File: config.mk
export PLATFORM = sky130hd
export DESIGN_NAME = simd_acc_array_flat
export DESIGN_NICKNAME = d
export VERILOG_FILES = /design/src/rtl/simd_acc_array_if.sv /design/src/rtl/simd_acc_array.sv /design/src/flat_wrapper.sv
export SDC_FILE = /design/constraint.sdc
export NUM_CORES = 1
export LEC_CHECK = 0
export BUFFER_PORTS_ARGS = -buffer_cell sky130_fd_sc_hd__buf_2
export CAP_MARGIN = 25
export CORE_ASPECT_RATIO = 1.1
export CORE_MARGIN = 2
export CORE_UTILIZATION = 50
export DETAILED_ROUTE_END_ITERATION = 16
export HOLD_SLACK_MARGIN = 0.02
export PLACE_DENSITY_LB_ADDON = 0.08
export SYNTH_ARGS = -nofsm -noshare
export SYNTH_HDL_FRONTEND = slang
export SYNTH_SLANG_ARGS = --single-unit
export TNS_END_PERCENT = 100
File: constraint.sdc
create_clock -name clk -period 5.4 [get_ports clk]
set_clock_uncertainty 0.1 [all_clocks]
set_input_delay 1.08 -clock clk [delete_from_list [all_inputs] [get_ports clk]]
set_output_delay 1.08 -clock clk [all_outputs]
set_load 0.05 [all_outputs]
File: src/rtl/simd_acc_array_if.sv
// Stream bundle for simd_acc_array: a beat input channel and a held-result output channel.
interface simd_acc_array_if #(
    parameter int LANES = 4,
    parameter int IN_W  = 8,
    parameter int ACC_W = 10
);
    logic                     in_valid;
    logic                     in_ready;
    logic                     in_last;
    logic [LANES*IN_W-1:0]    data_in;
    logic                     out_valid;
    logic                     out_ready;
    logic [LANES*ACC_W-1:0]   data_out;
    logic [LANES-1:0]         out_ovf;

    modport master (
        output in_valid, in_last, data_in, out_ready,
        input  in_ready, out_valid, data_out, out_ovf
    );

    modport slave (
        input  in_valid, in_last, data_in, out_ready,
        output in_ready, out_valid, data_out, out_ovf
    );
endinterface

File: src/rtl/simd_acc_array.sv
// LANES-wide signed accumulator: sums a batch of beats per lane (wrap or saturate),
// then holds the result and per-lane overflow flags until the consumer accepts it.
//
// state | meaning
// ACC   | accepting beats, in_ready=1
// HOLD  | result presented, out_valid=1, waiting for out_ready
module simd_acc_array #(
    parameter int LANES = 4,
    parameter int IN_W  = 8,
    parameter int ACC_W = 10,
    parameter int CNT_W = 4
) (
    input  logic             clk,
    input  logic             reset,
    input  logic             sat_en,
    input  logic [CNT_W-1:0] acc_len,
    simd_acc_array_if.slave  bus
);
    localparam logic signed [ACC_W-1:0] ACC_MAX = {1'b0, {(ACC_W-1){1'b1}}};
    localparam logic signed [ACC_W-1:0] ACC_MIN = {1'b1, {(ACC_W-1){1'b0}}};

    typedef enum logic {
        ACC  = 1'b0,
        HOLD = 1'b1
    } state_t;

    state_t state_q, state_d;

    logic signed [ACC_W-1:0]  acc_q [LANES];
    logic [LANES-1:0]         ovf_q;
    logic [CNT_W-1:0]         beats_left;
    logic                     first_q;
    logic                     sat_q;

    logic                     accept;
    logic                     out_hs;
    logic                     last_beat;
    logic [CNT_W-1:0]         len_eff;
    logic [LANES*ACC_W-1:0]   acc_first;
    logic [LANES*ACC_W-1:0]   acc_next;
    logic [LANES-1:0]         lane_ovf;

    assign accept  = bus.in_valid && (state_q == ACC);
    assign out_hs  = bus.out_ready && (state_q == HOLD);
    assign len_eff = (acc_len == '0) ? CNT_W'(1) : acc_len;

    // Down-counter of beats still owed; terminal count (or in_last) closes the batch.
    assign last_beat = accept && (bus.in_last ||
                       (first_q ? (len_eff == CNT_W'(1)) : (beats_left == CNT_W'(1))));

    for (genvar i = 0; i < LANES; i++) begin : g_lane
        logic signed [IN_W-1:0] din;
        logic signed [ACC_W:0]  sum;

        assign din         = bus.data_in[i*IN_W +: IN_W];
        assign sum         = (ACC_W+1)'(acc_q[i]) + (ACC_W+1)'(din);
        assign lane_ovf[i] = sum[ACC_W] ^ sum[ACC_W-1];
        assign acc_first[i*ACC_W +: ACC_W] = ACC_W'(din);
        assign acc_next[i*ACC_W +: ACC_W]  = (lane_ovf[i] && sat_q) ?
                                             (sum[ACC_W] ? ACC_MIN : ACC_MAX) :
                                             sum[ACC_W-1:0];
        assign bus.data_out[i*ACC_W +: ACC_W] = acc_q[i];
    end

    assign bus.out_ovf = ovf_q;

    always_ff @(posedge clk or negedge reset) begin
        if (!reset) begin
            state_q <= ACC;
        end else begin
            state_q <= state_d;
        end
    end

    always_comb begin
        state_d       = state_q;
        bus.in_ready  = 1'b0;
        bus.out_valid = 1'b0;
        case (state_q)
            ACC: begin
                bus.in_ready = 1'b1;
                if (last_beat) state_d = HOLD;
            end
            HOLD: begin
                bus.out_valid = 1'b1;
                if (bus.out_ready) state_d = ACC;
            end
            default: state_d = ACC;
        endcase
    end

    always_ff @(posedge clk or negedge reset) begin
        if (!reset) begin
            for (int i = 0; i < LANES; i++) acc_q[i] <= '0;
            ovf_q      <= '0;
            beats_left <= '0;
            first_q    <= 1'b1;
            sat_q      <= 1'b0;
        end else if (out_hs) begin
            ovf_q      <= '0;
            beats_left <= '0;
            first_q    <= 1'b1;
        end else if (accept) begin
            first_q <= 1'b0;
            if (first_q) begin
                // Batch mode is frozen on the first beat; later sat_en/acc_len are ignored.
                sat_q      <= sat_en;
                beats_left <= len_eff - CNT_W'(1);
                for (int i = 0; i < LANES; i++) acc_q[i] <= acc_first[i*ACC_W +: ACC_W];
            end else begin
                beats_left <= beats_left - CNT_W'(1);
                ovf_q      <= ovf_q | lane_ovf;
                for (int i = 0; i < LANES; i++) acc_q[i] <= acc_next[i*ACC_W +: ACC_W];
            end
        end
    end
endmodule

File: src/flat_wrapper.sv
// flat-port wrapper written by rule: the top's interface ports become plain ports
module simd_acc_array_flat 
#(
    parameter int LANES = 4,
    parameter int IN_W  = 8,
    parameter int ACC_W = 10,
    parameter int CNT_W = 4
)
  (clk, reset, sat_en, acc_len, bus_in_valid, bus_in_last, bus_data_in, bus_out_ready, bus_in_ready, bus_out_valid, bus_data_out, bus_out_ovf);
  simd_acc_array_if #(.LANES(LANES), .IN_W(IN_W), .ACC_W(ACC_W)) bus_i ();
  input  logic clk;
  input  logic reset;
  input  logic sat_en;
  input  logic [CNT_W-1:0] acc_len;
  input wire logic [$bits(bus_i.in_valid)-1:0] bus_in_valid;
  input wire logic [$bits(bus_i.in_last)-1:0] bus_in_last;
  input wire logic [$bits(bus_i.data_in)-1:0] bus_data_in;
  input wire logic [$bits(bus_i.out_ready)-1:0] bus_out_ready;
  output wire logic [$bits(bus_i.in_ready)-1:0] bus_in_ready;
  output wire logic [$bits(bus_i.out_valid)-1:0] bus_out_valid;
  output wire logic [$bits(bus_i.data_out)-1:0] bus_data_out;
  output wire logic [$bits(bus_i.out_ovf)-1:0] bus_out_ovf;
  assign bus_i.in_valid = bus_in_valid;
  assign bus_i.in_last = bus_in_last;
  assign bus_i.data_in = bus_data_in;
  assign bus_i.out_ready = bus_out_ready;
  assign bus_in_ready = bus_i.in_ready;
  assign bus_out_valid = bus_i.out_valid;
  assign bus_data_out = bus_i.data_out;
  assign bus_out_ovf = bus_i.out_ovf;
  simd_acc_array #(.LANES(LANES), .IN_W(IN_W), .ACC_W(ACC_W), .CNT_W(CNT_W)) u_core (.clk(clk), .reset(reset), .sat_en(sat_en), .acc_len(acc_len), .bus(bus_i));
endmodule
==> After elaboration in Yosys (flattened, before gate mapping) <==
Index checks and enable logic that the tools add are counted.
{ "word_totals": {"reg_bits": 51, "inputBits": 42, "output_inout_bits": 46, "elab_cells": 62} }
{ "op_classes": {"n_addsub": 6, "n_eq_ne": 3, "n_mux": 24, "bitwise": 7, "reduce_logical": 13} }
{ "op_table": {"columns": ["operator", "n"], "rows": [
  ["10-bit two-way mux", 8],
  ["10-bit by 8-bit adder with 11-bit output", 4],
  ["40-bit two-way mux", 1],
  ["4-bit two-way mux", 7],
  ["4-bit by 1-bit == test with 1-bit output, second input constant", 2],
  ["4-bit by 1-bit subtractor with 4-bit output, second input constant", 2],
  ["1-bit logical AND", 7],
  ["1-bit two-way mux", 7],
  ["4-bit zero test", 1],
  ["4-bit OR", 1],
  ["2-bit AND reduction", 2],
  ["1-bit XOR", 4],
  ["3-bit AND reduction", 1],
  ["2-bit inequality test, second input constant", 1],
  ["1-bit inverter", 2],
  ["1-bit one-hot mux with 2 select lines", 1],
  ["2-bit nonzero test", 1],
  ["1-bit logical OR", 1]
]} }

==> Logic depth before layout (Yosys ltp) <==
{ "depth": {"word_depth": 8, "ltp_mapped": 9, "ltp_nobuf": 9} }

==> Worst setup path after synthesis <==
No wires, ideal clock.
{ "synth_path": {"path_kind": "input -> register", "from": "in bus_data_in[8]", "to": "reg u_core.acc_q, in the netlist u_core.bus.data_out[18]", "setup_time_ns": 0.124, "arrival_time_ns": 3.080, "t_required_ns": 5.176, "slack_ns": 2.096, "stages": 9, "n_path_buf": 0, "cell_sequence": "ha_1 > fa_1 > a21o_1 > a221oi_2 > nor2b_2 > o22ai_4 > mux2i_4 > nor3b_2 > a211o_1"} }
{ "synth_between": {"elab_chain_len": 5, "elab_cells_between_ends": 6, "cone_classes": "add/sub: 1; mux: 3; bitwise: 1; reduce/logical: 1"} }
{ "synth_rtl": {"columns": ["element", "line_no", "source"], "rows": [
  ["start: declaration", "flat_wrapper.sv:17", "input wire logic [$bits(bus_i.data_in)-1:0] bus_data_in;"],
  ["10-bit by 8-bit adder with 11-bit output *", "simd_acc_array.sv:56", "assign sum = (ACC_W+1)'(acc_q[i]) + (ACC_W+1)'(din);"],
  ["1-bit XOR", "simd_acc_array.sv:57", "assign lane_ovf[i] = sum[ACC_W] ^ sum[ACC_W-1];"],
  ["1-bit logical AND", "simd_acc_array.sv:59", "assign acc_next[i*ACC_W +: ACC_W] = (lane_ovf[i] && sat_q) ?"],
  ["10-bit two-way mux *", "simd_acc_array.sv:59", null],
  ["40-bit two-way mux *", "simd_acc_array.sv:105", "if (first_q) begin"],
  ["end: declaration", "simd_acc_array.sv:29", "logic signed [ACC_W-1:0] acc_q [LANES];"]
]} }
Mark *: on every way between the ends. The rest lies on a longest branch, timed or not.
A chain may end at the register's enable or synchronous reset.

==> Worst setup path after layout <==
{ "layout_path": {"from": "in bus_data_in[16]", "to": "reg u_core.acc_q, in the netlist u_core.bus.data_out[28]"} }
Same word-level chain as after synthesis.

==> reports/results.txt <==
The run finished with clean final reports. The area added between synthesis and finish was 14.7%. The run gives 51 as the CTS sink count. The number of antenna diodes in the final layout is 0. The number of design-rule violations left by the first detailed-router iteration came out at 141. The synthesized netlist devotes 14.2% of its cell area to adder and majority cells. Sorting the synthesized cells by area gives the leading types as sky130_fd_sc_hd__dfrtp_1 28%, sky130_fd_sc_hd__ha_1 12%, sky130_fd_sc_hd__a21oi_1 7.5%. The least setup slack across all paths after layout was 2.12 ns. In the global route stage, overall resource usage came out at 24.0%. Setup violations remaining at the end of the flow were counted as 0. The startpoint class of the critical path was an input port. For the sum of net half-perimeters after detailed placement, the log shows 7880 microns. The share of the clock period used by the worst path after layout works out to 60.7%. For this run the aggregate overflow at the end of global routing stands at 0. Dividing total power by cell area gives a power density of 737 nW/um^2. The synthesized netlist devotes 16.8% of its cell area to simple gates.

In this run the static leakage power is 2.34 nW. The global routing stage identified its most utilized layer as met2. The final design utilization was 58.5%; the average routed wire per standard cell was 15.8 microns.

The max-slew violation count is 0, and the number of global-route vias before repair is 4078. STA classifies the critical path endpoint as a flip-flop. Summing every instance area after synthesis gives 4450 sq um. The initial utilization of the core area, before any placement, comes to 51.0%.

In this run the worst path has a maximum fanout of 9. Dividing the detail-routed via count by the number of cells gives 5.88. The total power was 3.77 mW. The max capacitance violation total was 0.

In this run the post-CTS setup repair buffer count came out at 0. The worst ir drop on vdd was 0.353 mV; the share of async-settable or async-resettable flops after synthesis was 100%. The run gives 517 as the synthesized netlist cell count.

The filler cells instantiated in the layout total 813. The tools report the summed negative setup slack over all endpoints as 0 ns. The clock-pin slew on the worst setup and hold paths is 0.10 ns. The most used flip-flop cell after synthesis is sky130_fd_sc_hd__dfrtp_1.

The number of buffers inserted by hold repair at cts is 0. The number of iterations in the first detailed-routing pass was 4. Relative slew slack: 53.7%.

For the setup slack after placement, the log shows 1.77 ns. Multiplexer cells account for 1.46% of the synthesized area. For the cell row count, the log shows 36. Once detail routing completed, the nets flagged for antenna violations numbered 0. The number of endpoints with negative hold slack in the final report is 0.

The required time of the critical path is 5.51 ns, and the share of the synthesized netlist area taken by xor and xnor gates is 5.67%. The synthesized net count is 607. At the pin with the least slew margin, the transition time is 0.694 ns. No sink is reached through more buffers than the 2 on the longest clock path. Distinct cell type count of the synthesized netlist: 71. The synthesized design contains 0 enable-type register cells.

The min-delay analysis places its worst path in the category flip-flop to flip-flop. The post-synthesis compound-gate area fraction is 30.4%. The sum of routed wire length over all layers came out at 11300 microns. For met2 alone, demand over resource in global routing was 41.5%. In this run the count of I/O pins placed on the die edge is 88. Buffers placed on the I/O ports in this run total 87.

The H-tree level count is 2, and the first-pass GRT wire length is 18900 microns. The startpoint identified for the worst register-to-register timing path is u_core.bus.data_out[10]$_DFFE_PN0P_. After synthesis, the largest family of logic cells by area is compound AO/OA/AOI/OAI gates. Routability-driven placement finished with a final weighted congestion of 0.832. After clock tree synthesis, the repair step resized 0 gates. The count of state elements after synthesis was 51; the area share of the largest cell type after synthesis was 28.1%. The largest area contributor in the netlist was sky130_fd_sc_hd__dfrtp_1.

For this run, the number of Yosys warnings is 0. Buffer type at the clock tree root: sky130_fd_sc_hd__clkbuf_8. The final layout contains 688 nets. For the worst setup path, the data arrival time is 3.39 ns. Entering global routing, the biggest net connects 52 pins. The routed via count was 4196. The tools report the initial antenna violation count as 0. Setup repair after global routing left no endpoint under its margin.

The met3 usage in global routing was 3.22%; the share of layout cells above drive strength 1 was 21.5%. The chip width was 94.0 microns. TritonCTS built the clock tree.

The floorplan step defined a die boundary enclosing 9680 sq um. The proportion of synthesized chip area in sequential cells came out at 28.7%. For met1 alone, demand over resource in global routing was 31.9%. Counting the buffers created by CTS gives 5.

A synthesized cell averages 8.62 sq um. The later pin in the worst-skew pair is clocked with a latency of 0.32 ns. Critical path class: input port to flip-flop. After floorplanning, the core was sized to cover 8740 sq um. In the routed design, unresolved DRC markers number 0.

The die height is 103 microns. In this run the most critical hold path is launched from u_core.bus.out_ovf[2]$_DFFE_PN0P_. Final critical path time including I/O delays and setup: 3.28 ns. The critical path starts at bus_data_in[16]. Based on the critical path, the design can be clocked at up to 305 MHz.
through the flow:
step / instance area, sq um / cells / hold WS (ns)
after floorplan: 4450 / 517 / 0.372
after global placement: 5000 / 705 / 0.386
after detailed placement: 5000 / 705 / 0.381
after CTS: 5110 / 713 / 0.406
after global routing: 5110 / 713 / 0.425
final: 5110 / 713 / 0.398
where the power goes:
part           internal, mW  switching (mW)  total, mW
Combinational         0.957            1.76       2.72
Clock                 0.139           0.145      0.283
Sequential            0.571           0.194      0.765
final cells by class:
| class | instances | area (sq um) | area share, % |
|---|---|---|---|
| Inverter | 17 | 63.8 | 1.25 |
| Multi-Input combinational cell | 432 | 3050 | 59.7 |
| Clock buffer | 6 | 72.6 | 1.42 |
| Timing Repair Buffer | 91 | 465 | 9.11 |
| Clock inverter | 2 | 37.5 | 0.734 |
| Tap cell | 114 | 143 | 2.79 |
| Sequential cell | 51 | 1280 | 25.0 |
worst paths after layout:
path / cells past startpoint / slack [ns] / to
hold / removal: 1 / 0.40 / u_core.bus.out_ovf[2]$_DFFE_PN0P_
max in group asynchronous: 2 / 3.96 / u_core.bus.data_out[17]$_DFFE_PN0P_
min in group asynchronous: 2 / 0.76 / u_core.bus.data_out[22]$_DFFE_PN0P_
setup reg to reg: 9 / 2.54 / u_core.bus.data_out[18]$_DFFE_PN0P_
hold reg to reg: 1 / 0.40 / u_core.bus.out_ovf[2]$_DFFE_PN0P_
setup / recovery: 10 / 2.12 / u_core.bus.data_out[28]$_DFFE_PN0P_
layout by cell type, fill, tap and decap left out, types with 16 or more instances in the layout:
master                    Yosys  layout
sky130_fd_sc_hd__nand2_1     45      45
sky130_fd_sc_hd__dfrtp_1     50      50
sky130_fd_sc_hd__ha_1        44      44
sky130_fd_sc_hd__a21oi_1     67      67
sky130_fd_sc_hd__inv_1       16      16
sky130_fd_sc_hd__or3_1       19      19
sky130_fd_sc_hd__o21ai_0     55      55
sky130_fd_sc_hd__xnor2_1     17      17
sky130_fd_sc_hd__nor2_1      27      27
sky130_fd_sc_hd__buf_2        0      87
flip-flops by register name, indices dropped and copies added (netlist names):
signal	cells
u_core.sat_q	1
u_core.bus.out_ovf	4
u_core.first_q	1
u_core.bus.data_out	40
u_core.state_q	1
u_core.beats_left	4
worst max-delay path: stages:
cell                       delay (ns)
sky130_fd_sc_hd__buf_2           0.11
sky130_fd_sc_hd__ha_1            0.20
sky130_fd_sc_hd__fa_1            0.40
sky130_fd_sc_hd__a21o_1          0.19
sky130_fd_sc_hd__a221oi_2        0.36
sky130_fd_sc_hd__o211a_1         0.23
sky130_fd_sc_hd__a211oi_1        0.06
sky130_fd_sc_hd__nand3b_1        0.38
sky130_fd_sc_hd__a32oi_1         0.28
sky130_fd_sc_hd__o22ai_1         0.09
cell usage after synthesis (2+ instances only):
master,n
sky130_fd_sc_hd__a21oi_1,67
sky130_fd_sc_hd__o21ai_0,55
sky130_fd_sc_hd__dfrtp_1,50
sky130_fd_sc_hd__nand2_1,45
sky130_fd_sc_hd__ha_1,44
sky130_fd_sc_hd__nor2_1,27
sky130_fd_sc_hd__or3_1,19
sky130_fd_sc_hd__xnor2_1,17
sky130_fd_sc_hd__inv_1,16
sky130_fd_sc_hd__clkbuf_1,14
sky130_fd_sc_hd__a21o_1,13
sky130_fd_sc_hd__nand3_1,11
sky130_fd_sc_hd__xor2_1,10
sky130_fd_sc_hd__a22oi_1,8
sky130_fd_sc_hd__nand2b_1,8
sky130_fd_sc_hd__o21ai_1,8
sky130_fd_sc_hd__o21a_1,6
sky130_fd_sc_hd__and3_1,5
sky130_fd_sc_hd__fa_1,4
sky130_fd_sc_hd__o211ai_1,4
sky130_fd_sc_hd__o22ai_1,4
sky130_fd_sc_hd__a211o_1,3
sky130_fd_sc_hd__a22o_1,3
sky130_fd_sc_hd__and3_4,3
sky130_fd_sc_hd__buf_1,3
sky130_fd_sc_hd__nor2b_1,3
sky130_fd_sc_hd__nor3_1,3
sky130_fd_sc_hd__o21bai_1,3
sky130_fd_sc_hd__o31ai_1,3
sky130_fd_sc_hd__a211oi_1,2
sky130_fd_sc_hd__a221oi_1,2
sky130_fd_sc_hd__a221oi_2,2
sky130_fd_sc_hd__a31o_2,2
sky130_fd_sc_hd__and2_1,2
sky130_fd_sc_hd__mux2_2,2
sky130_fd_sc_hd__mux2i_1,2
sky130_fd_sc_hd__nand3b_1,2
sky130_fd_sc_hd__nand4_1,2
sky130_fd_sc_hd__nor3b_1,2
sky130_fd_sc_hd__nor3b_2,2
sky130_fd_sc_hd__nor4_1,2
sky130_fd_sc_hd__o211a_1,2
sky130_fd_sc_hd__o21ai_2,2
sky130_fd_sc_hd__o41ai_1,2
sky130_fd_sc_hd__or2_2,2
metal layers:
layer	wire [microns]	part of all wire, %
met1	5400	48
met2	5290	47
met3	439	3.9
met4	123	1.1
met5	0	0
logic make-up after synthesis:
group / count (synthesis)
multiplexers: 5
XOR/XNOR: 28
adder cells (fa/ha/maj): 48
buffers and inverters: 34
AND/OR/NAND/NOR: 144
flip-flops: 51
AO/OA/AOI/OAI: 207
(Power assumes the default switching activity.)
